--- src/rtl/regfile_scoreboard_pkg.sv ---
// Shared types for the register-file / scoreboard stage: decoded packet, issued packet, writeback.
// Build option RF_WB_BYPASS_EN (see regfile_scoreboard.sv) does not change any type here.
package regfile_scoreboard_pkg;

  localparam int XLEN             = 32;
  localparam int NUM_REGS_DEFAULT = 32;
  localparam int REG_IDX_W        = $clog2(NUM_REGS_DEFAULT);

  typedef logic [REG_IDX_W-1:0] reg_idx_t;
  typedef logic [XLEN-1:0]      xword_t;

  typedef struct packed {
    xword_t   pc;
    xword_t   imm;
    reg_idx_t rs1;
    reg_idx_t rs2;
    reg_idx_t rd;
    logic     use_rs1;
    logic     use_rs2;
    logic     alu_cmd_vld;
    logic     lsu_cmd_vld;
    logic     br_cmd_vld;
    logic     csr_cmd_vld;
  } id_data_t;

  typedef struct packed {
    id_data_t id_data;
  } idrf_tdata_t;

  typedef struct packed {
    id_data_t id_data;
    xword_t   rs1_data;
    xword_t   rs2_data;
  } rfex_tdata_t;

  typedef struct packed {
    rfex_tdata_t rf_data;
    xword_t      result;
  } ex_data_t;

  typedef struct packed {
    xword_t   wdata;
    ex_data_t ex_data;
  } wbrf_tdata_t;

  // An operand only matters when it is used and not x0.
  function automatic logic operand_live(input logic en, input reg_idx_t idx);
    return en && (idx != '0);
  endfunction

endpackage

--- src/rtl/regfile_scoreboard_sb.sv ---
// Pending-write scoreboard: one busy bit per register, set on issue, cleared on writeback or flush.
// With RF_WB_BYPASS_EN a same-cycle writeback masks its busy bit out of the hazard query.
module regfile_scoreboard_sb
  import regfile_scoreboard_pkg::*;
#(
  parameter int NUM_REGS = NUM_REGS_DEFAULT
) (
  input  logic                clk,
  input  logic                rst,
  input  logic                flush_i,
  input  logic                set_en_i,
  input  reg_idx_t            set_idx_i,
  input  logic                clr_en_i,
  input  reg_idx_t            clr_idx_i,
  input  logic                use_rs1_i,
  input  reg_idx_t            rs1_i,
  input  logic                use_rs2_i,
  input  reg_idx_t            rs2_i,
  input  reg_idx_t            rd_i,
  output logic                hazard_o,
  output logic [NUM_REGS-1:0] busy_o
);

  logic [NUM_REGS-1:0] busy_q;
  logic [NUM_REGS-1:0] busy_d;
  logic [NUM_REGS-1:0] blocking;

  genvar gi;
  generate
    for (gi = 0; gi < NUM_REGS; gi++) begin : g_busy
      if (gi == 0) begin : g_x0
        assign busy_d[gi]   = 1'b0;
        assign blocking[gi] = 1'b0;
      end else begin : g_reg
        localparam reg_idx_t IDX = reg_idx_t'(gi);
        logic set_hit;
        logic clr_hit;
        assign set_hit    = set_en_i && (set_idx_i == IDX);
        assign clr_hit    = clr_en_i && (clr_idx_i == IDX);
        // Set is applied after clear so an issue and a writeback to the same rd leave it busy.
        assign busy_d[gi] = set_hit || (busy_q[gi] && !clr_hit);
`ifdef RF_WB_BYPASS_EN
        assign blocking[gi] = busy_q[gi] && !clr_hit;
`else
        assign blocking[gi] = busy_q[gi];
`endif
      end
    end
  endgenerate

  always_ff @(posedge clk) begin
    if (rst || flush_i) begin
      busy_q <= '0;
    end else begin
      busy_q <= busy_d;
    end
  end

  assign hazard_o = (use_rs1_i && blocking[rs1_i])
                 || (use_rs2_i && blocking[rs2_i])
                 || blocking[rd_i];
  assign busy_o   = busy_q;

endmodule

--- src/rtl/regfile_scoreboard.sv ---
// Integer register file with pending-write scoreboard and a single-entry issue slot toward EX.
// Optional RF_WB_BYPASS_EN: forward same-cycle writeback into operand reads and the hazard check.
module regfile_scoreboard
  import regfile_scoreboard_pkg::*;
#(
  parameter int NUM_REGS = NUM_REGS_DEFAULT
) (
  input  logic        clk,
  input  logic        rst,
  input  logic        idrf_tvalid_i,
  output logic        idrf_tready_o,
  input  idrf_tdata_t idrf_tdata_i,
  output logic        rfex_tvalid_o,
  input  logic        rfex_tready_i,
  output rfex_tdata_t rfex_tdata_o,
  input  logic        wbrf_tvalid_i,
  output logic        wbrf_tready_o,
  input  wbrf_tdata_t wbrf_tdata_i,
  input  logic        flush
);

  xword_t              regs_q [NUM_REGS];
  logic [NUM_REGS-1:0] busy;
  logic                hazard;
  logic                rfex_tvalid_q;
  rfex_tdata_t         rfex_tdata_q;
  rfex_tdata_t         rfex_tdata_d;
  logic                out_free;
  logic                issue;
  logic                wb_write;
  reg_idx_t            wb_rd;
  xword_t              wb_wdata;
  id_data_t            id;
  logic                wb_unused;

  assign id        = idrf_tdata_i.id_data;
  assign wb_rd     = wbrf_tdata_i.ex_data.rf_data.id_data.rd;
  assign wb_wdata  = wbrf_tdata_i.wdata;
  assign wb_write  = wbrf_tvalid_i && (wb_rd != '0);
  assign wb_unused = ^{wbrf_tdata_i.ex_data.result, wbrf_tdata_i.ex_data.rf_data.rs1_data,
                       wbrf_tdata_i.ex_data.rf_data.rs2_data};

  assign wbrf_tready_o = 1'b1;
  assign out_free      = !rfex_tvalid_q || rfex_tready_i;
  assign idrf_tready_o = !rst && out_free && !hazard && !flush;
  assign issue         = idrf_tvalid_i && idrf_tready_o;

  regfile_scoreboard_sb #(
    .NUM_REGS (NUM_REGS)
  ) u_sb (
    .clk       (clk),
    .rst       (rst),
    .flush_i   (flush),
    .set_en_i  (issue),
    .set_idx_i (id.rd),
    .clr_en_i  (wb_write),
    .clr_idx_i (wb_rd),
    .use_rs1_i (id.use_rs1),
    .rs1_i     (id.rs1),
    .use_rs2_i (id.use_rs2),
    .rs2_i     (id.rs2),
    .rd_i      (id.rd),
    .hazard_o  (hazard),
    .busy_o    (busy)
  );

  // Writebacks land even in a flush cycle: the flushing instruction itself commits.
  always_ff @(posedge clk) begin
    if (rst) begin
      for (int i = 0; i < NUM_REGS; i++) begin
        regs_q[i] <= '0;
      end
    end else if (wb_write) begin
      regs_q[wb_rd] <= wb_wdata;
    end
  end

  always_comb begin
    rfex_tdata_d          = '0;
    rfex_tdata_d.id_data  = id;
    if (operand_live(id.use_rs1, id.rs1)) begin
      rfex_tdata_d.rs1_data = regs_q[id.rs1];
`ifdef RF_WB_BYPASS_EN
      if (wb_write && (wb_rd == id.rs1)) begin
        rfex_tdata_d.rs1_data = wb_wdata;
      end
`endif
    end
    if (operand_live(id.use_rs2, id.rs2)) begin
      rfex_tdata_d.rs2_data = regs_q[id.rs2];
`ifdef RF_WB_BYPASS_EN
      if (wb_write && (wb_rd == id.rs2)) begin
        rfex_tdata_d.rs2_data = wb_wdata;
      end
`endif
    end
  end

  // Payload only changes on issue, so it stays stable while the slot is back-pressured.
  always_ff @(posedge clk) begin
    if (rst) begin
      rfex_tvalid_q <= 1'b0;
      rfex_tdata_q  <= '0;
    end else if (flush) begin
      rfex_tvalid_q <= 1'b0;
    end else if (issue) begin
      rfex_tvalid_q <= 1'b1;
      rfex_tdata_q  <= rfex_tdata_d;
    end else if (rfex_tready_i) begin
      rfex_tvalid_q <= 1'b0;
    end
  end

  assign rfex_tvalid_o = rfex_tvalid_q;
  assign rfex_tdata_o  = rfex_tdata_q;

endmodule

--- config.mk ---
export PLATFORM = sky130hd
export DESIGN_NAME = regfile_scoreboard
export DESIGN_NICKNAME = d
export VERILOG_FILES = /design/src/rtl/regfile_scoreboard_pkg.sv /design/src/rtl/regfile_scoreboard_sb.sv /design/src/rtl/regfile_scoreboard.sv
export SDC_FILE = /design/constraint.sdc
export NUM_CORES = 2
export LEC_CHECK = 0
export ABC_AREA = 1
export BUFFER_PORTS_ARGS = -buffer_cell sky130_fd_sc_hd__buf_2
export CORE_ASPECT_RATIO = 0.6
export CORE_UTILIZATION = 30
export DETAILED_ROUTE_END_ITERATION = 12
export SLEW_MARGIN = 20
export SYNTH_ARGS = -nofsm -noshare
export SYNTH_HDL_FRONTEND = slang
export SYNTH_SLANG_ARGS = --single-unit
--- constraint.sdc ---
create_clock -name clk -period 3.2 [get_ports clk]
set_input_delay 0.32 -clock clk [delete_from_list [all_inputs] [get_ports clk]]
set_output_delay 0.32 -clock clk [all_outputs]
set_load 0.01 [all_outputs]
# [Yosys cells after proc, flatten, opt, wreduce, memory -nomap -nowiden]
# Memory sizes are Yosys's and may differ from the RTL's.
# Index checks and enable logic that the tools add are counted.
[totals] regBits=181 latchBits=0 ramBits=1024 rom_bits=0 input_bits=304 output_inout_bits=152 word_cells=279 memories=1
[op_classes] addsub=0 mul=0 n_div=0 magnitude_cmp=3 n_eq_ne=62 shift=0 n_mux=18 bitwise_logic=1 n_reduce_logical=179
[memory_table] memory="regs_q" depth=32 width=32 rd=2 rd_clocked_by_memory_dff=0 wr=32 line="regfile_scoreboard.sv:22" rtl="xword_t regs_q [NUM_REGS];"
[ops] operator="$eq A5 B5 Y1 const B" count=32
[ops] operator="$logic_and A1 B1 Y1" count=102
[ops] operator="$mux W32" count=3
[ops] operator="$eq A5 B4 Y1 const B" count=16
[ops] operator="$eq A5 B3 Y1 const B" count=8
[ops] operator="$logic_not A1 Y1" count=35
[ops] operator="$logic_or A1 B1 Y1" count=35
[ops] operator="$reduce_or A32 Y1" count=1
[ops] operator="$eq A5 B2 Y1 const B" count=4
[ops] operator="$lt A5 B6 Y1 const B" count=3
[ops] operator="$bmux W1 S5" count=3
[ops] operator="$reduce_bool A5 Y1" count=3
[ops] operator="$mux W1" count=11
[ops] operator="$eq A5 B1 Y1 const B" count=2
[ops] operator="$mux W5" count=1
[ops] operator="$reduce_and A2 Y1" count=1
[ops] operator="$reduce_bool A2 Y1" count=1
[ops] operator="$reduce_or A2 Y1" count=1
[ops] operator="$not A1 Y1" count=1

# [Depth between registers and ports, before layout]
[logic_depth] ltp_word=11 mapped_depth=18 ltp_nobuf=14

# [Modules after synthesis]
# From an unflattened synthesis, not the netlist that was laid out.
[unflattened] hier_cells=8032 hier_area_um2=63983.9
[by_module_without_submodules] mod="regfile_scoreboard" instances=1 cells_per_inst=7598 area_each_um2=61547.8 seq_area_each_um2=33752.4
[by_module_without_submodules] mod="regfile_scoreboard_sb" instances=1 cells_per_inst=434 area_each_um2=2436.1 seq_area_each_um2=620.6

# [Worst setup path before layout]
# Ideal clock, no wire load.
[synth_timing] kind="input port to flip-flop" startpoint="input wbrf_tdata_i[102] (netlist name)" endpoint="memory regs_q[11][0] (netlist name) (enable)" setup_time_ns=0.389 t_arrival_ns=2.049 t_required_ns=2.811 setup_slack_ns=0.761 path_stages=12 path_cell_list="nor2_1 inv_1 nor2_1 nand2_1 nand2_1 inv_1 nand2_1 inv_1 clkbuf_1 clkbuf_1 nand2_1 nand2_1"
[synth_lines] item="start: declaration" line="regfile_scoreboard.sv:18" rtl="input wbrf_tdata_t wbrf_tdata_i,"
[synth_lines] item="end: declaration" line="regfile_scoreboard.sv:22"

# [Final worst setup path]
[layout_timing] startpoint="input idrf_tdata_i[20] (netlist name)" endpoint="output idrf_tready_o"
[layout_via] elab_chain_len=8
[layout_rtl] item="start: declaration" line="regfile_scoreboard.sv:12" rtl="input idrf_tdata_t idrf_tdata_i,"
[layout_rtl] item="$bmux W1 S5" line="regfile_scoreboard_sb.sv:59" rtl="assign hazard_o = (use_rs1_i && blocking[rs1_i])"
[layout_rtl] item="$mux W1 (implied by the code)" line="regfile_scoreboard_sb.sv:59"
[layout_rtl] item="$logic_and A1 B1 Y1" line="regfile_scoreboard_sb.sv:59"
[layout_rtl] item="$logic_or A1 B1 Y1" line="regfile_scoreboard_sb.sv:60" rtl="|| (use_rs2_i && blocking[rs2_i])"
[layout_rtl] item="$logic_or A1 B1 Y1" line="regfile_scoreboard_sb.sv:61" rtl="|| blocking[rd_i];"
[layout_rtl] item="$logic_not A1 Y1" line="regfile_scoreboard.sv:45" rtl="assign idrf_tready_o = !rst && out_free && !hazard && !flush;"
[layout_rtl] item="$logic_and A1 B1 Y1 (2 in series)" line="regfile_scoreboard.sv:45"
[layout_rtl] item="end: declaration" line="regfile_scoreboard.sv:11" rtl="output logic idrf_tready_o,"
# No other way between the ends. The select of a mux whose other input is x is not followed.

==> summary.txt <==
Routing
  • # DRC: 0
  • Via-to-Cell Ratio: 5.55
  • Final wirelength: 281000 µm
  • Vias post-DR: 62000
  • DR pass1 iterations: 9
  • Routed len/inst: 25.2 µm
  • Post-route ant nets: 0
  • DRT iter0 DRCs: 10900

CTS
  • Clk Latency, worst-skew pair: 0.75 ns
  • Clock root cell: clkbuf_16
  • H-tree depth reported by CTS: 3
  • Clock sinks: 1205
  • Clk slew on worst S/H paths: 0.06 ns
  • Clock buffer depth: 3
  • Post-CTS Setup Repair Bufs: 0
  • CTS tree: built
  • CTS Buf Count: 110

Critical path
  • Critical R2R Launch: u_sb.busy_o[15]
  • Max Fanout on Critical Path: 32
  • Cell Chain, Critical Path: dlygate4sd3_1 > buf_2 > buf_4 > nand3_1 > nand3_2 > buf_4 > nand2_1 > nor2_1 > buf_2
  • CP max stage delay: 0.65 ns
  • Critical path's slowest cell: buf_4
  • Crit path buffers/inverters: 5
  • R2R cell count: 13
  • CP arrival: 2.75 ns
  • Reg-to-Reg End: rfex_tdata_o[142]
  • R2R Setup Slk: 0.88 ns
  • Crit Path Category: input port to output pin
  • CP delay by family, top: buffers and inverters
  • Crit path required time: 2.88 ns
  • CP Capture Type: output pin
  • Startpoint types: input port

Synthesis
  • Syn_area_per_cell: 7.87 µm²
  • Syn Inst Count: 8122
  • Netlist Area Pre-Place: 63900 µm²
  • Yosys reg bits: 1205
  • Synth warn: 0
  • Sequential fraction of the synthesis area: 53.8%
  • Yosys cell types: 29

Layout
  • Area occupied by multi-input gates: 25300 µm²
  • Area growth, synth to finish: 16.3%
  • # nets final: 8535
  • Share of cells above drive strength 1: 10.2%
  • FF/Latch Area: 34400 µm²
  • Final Non-Filler Cells: 11200
  • Commonest cells after routing, fill and taps aside: nand2_1 (1989), nor2_1 (1804), edfxtp_1 (1024), o21ai_0 (638), a21oi_1 (447)
  • Fillers: 21500
  • Most common cell after layout, fill and taps aside: nand2_1
  • Finished Cell Area: 74400 µm²
  • Final Core Density: 35.3%

STA
  • Slew @ Worst Pin: 1.13 ns
  • Fmax achieved: 0.325 GHz
  • Min Tclk post-route: 3.07 ns
  • Max-slew headroom: 24.4%
  • Final Hold Violating Endpoints: 0
  • Setup TNS: 0 ns
  • # setup viols final: 0
  • Worst Skew: 0.0358 ns
  • Unrepaired setup endpoints after global routing: false
  • Final Max Tran Viols: 0
  • Fin crit share: 96.1%

Power
  • Pwr Total: 38200 µW
  • Leakage: 0.0301 µW
  • Max VDD drop: 0.420 mV
  • PwrDens: 513 nW/µm²

Floorplanning
  • Die H: 360 µm
  • Row count: 130
  • I/O pin total: 456
  • Initial Utilization: 30.4%
  • Die area: 215000 µm²
  • CORE AREA: 210000 µm²
  • Die Wd: 598 µm

Min path
  • Worst hold endpoint: rfex_tdata_o[79]
  • Cells on Worst Hold Path: 4
  • Worst hold path type: input port to flop
  • Critical hold path startpoint: idrf_tdata_i[15]

GRT
  • Gr ovfl total: 0
  • Vias in the first global route: 56900
  • Initial antenna violation count: 26
  • First-pass GRT wire length: 397000 µm
  • Pin count of the biggest net entering global routing: 150
  • Total GRT Usage: 25.1%

Run status
  • Outcome: finished, final reports clean

Flow run
  • Max-cap violation count: 0

Placed design
  • # placed instances: 10900
  • DP Wirelength: 174000 µm
  • RePlAce Congestion: 0.951
  • PortBufs: 278
  • Placed Area: 69900 µm²
[report_power, final]
group	switching (µW)	internal (µW)	total, µW
clock network	6570	7710	14300
registers	426	17900	18300
logic	4070	1560	5630
[Yosys cell counts (all sizes together)]
cell type	number	area share (%)
a211oi	40	0.47
buf	228	1.9
edfxtp	1024	48
clkinv	3	0.018
or2	1	0.0098
a21boi	37	0.43
inv	433	2.5
o211ai	66	0.77
mux2i	18	0.28
dfxtp	181	5.7
clkbuf	473	2.8
conb	2	0.012
o21ai	651	5.1
o22ai	210	2.1
nor2	1809	11
a21oi	447	3.5
nand3	317	2.5
nand2	2032	12
nand4	80	0.78
nor3	70	0.55
[layout make-up]
cell class	count	share of cell area, %
Antenna cell	2	0.00673
Clock buffer	130	3.90
Clock inverter	74	1.09
Inverter	436	2.24
Multi-Input combinational cell	5811	34.0
Sequential cell	1205	46.2
Tap cell	2838	4.77
Timing Repair Buffer	667	7.76
[layer usage]
layer  vias up  global-route usage [%]  routed length (µm)
li1      27000                       -                   -
met1     29200                    34.8              109000
met2      4977                    35.3              113000
met3       777                    9.61               47500
met4        14                    8.90               11500
met5         -                       0                 101
[worst reg2reg max path, delay by kind of cell, from the launching register on]
family | cells | cell delay (ns)
simple gates | 11 | 1.11
buf+inv | 2 | 0.62
flops | 1 | 0.50
[cell families (layout without fill, tap and decap cells)]
kind of cell | count (synthesis) | in the layout | share of synthesized area (%)
simple gates | 4309 | 4309 | 26.4
flops | 1205 | 1205 | 53.8
mux | 18 | 18 | 0.282
other cells | 2 | 35 | 0.0117
buf+inv | 1137 | 1307 | 7.20
compound gates | 1451 | 1451 | 12.3
[registers in the layout, indices dropped and copies added (netlist names)]
name and cells:
regs_q 1024, rfex_tdata_o 149, rfex_tvalid_o 1, u_sb.busy_o 31
[how the worst max path moves through the flow]
stage / from / end / cells after the start
5_1_grt: idrf_tdata_i[20] / idrf_tready_o / 9
6_report: idrf_tdata_i[20] / idrf_tready_o / 9
4_1_cts: idrf_tdata_i[20] / idrf_tready_o / 9
3_3_place_gp: idrf_tdata_i[11] / rfex_tdata_o[27] / 14
3_5_place_dp: idrf_tdata_i[11] / rfex_tdata_o[25] / 15
2_1_floorplan: wbrf_tdata_i[102] / regs_q[11][0] / 12
[timing repair]
item / CTS / global route
resized for setup: 0 / 0
hold buffers: 78 / 0
endpoints found under the hold margin: 78 / 0
[stage by stage]
stage          setup slack, ns  hold WS (ns)
3_5_place_dp             0.359         0.485
6_report                 0.126         0.111
4_1_cts                  0.255        0.0839
2_1_floorplan            0.761         0.445
3_3_place_gp             0.389         0.491
5_1_grt                  0.103         0.155
No activity file was read; power rests on OpenSTA's default activity.
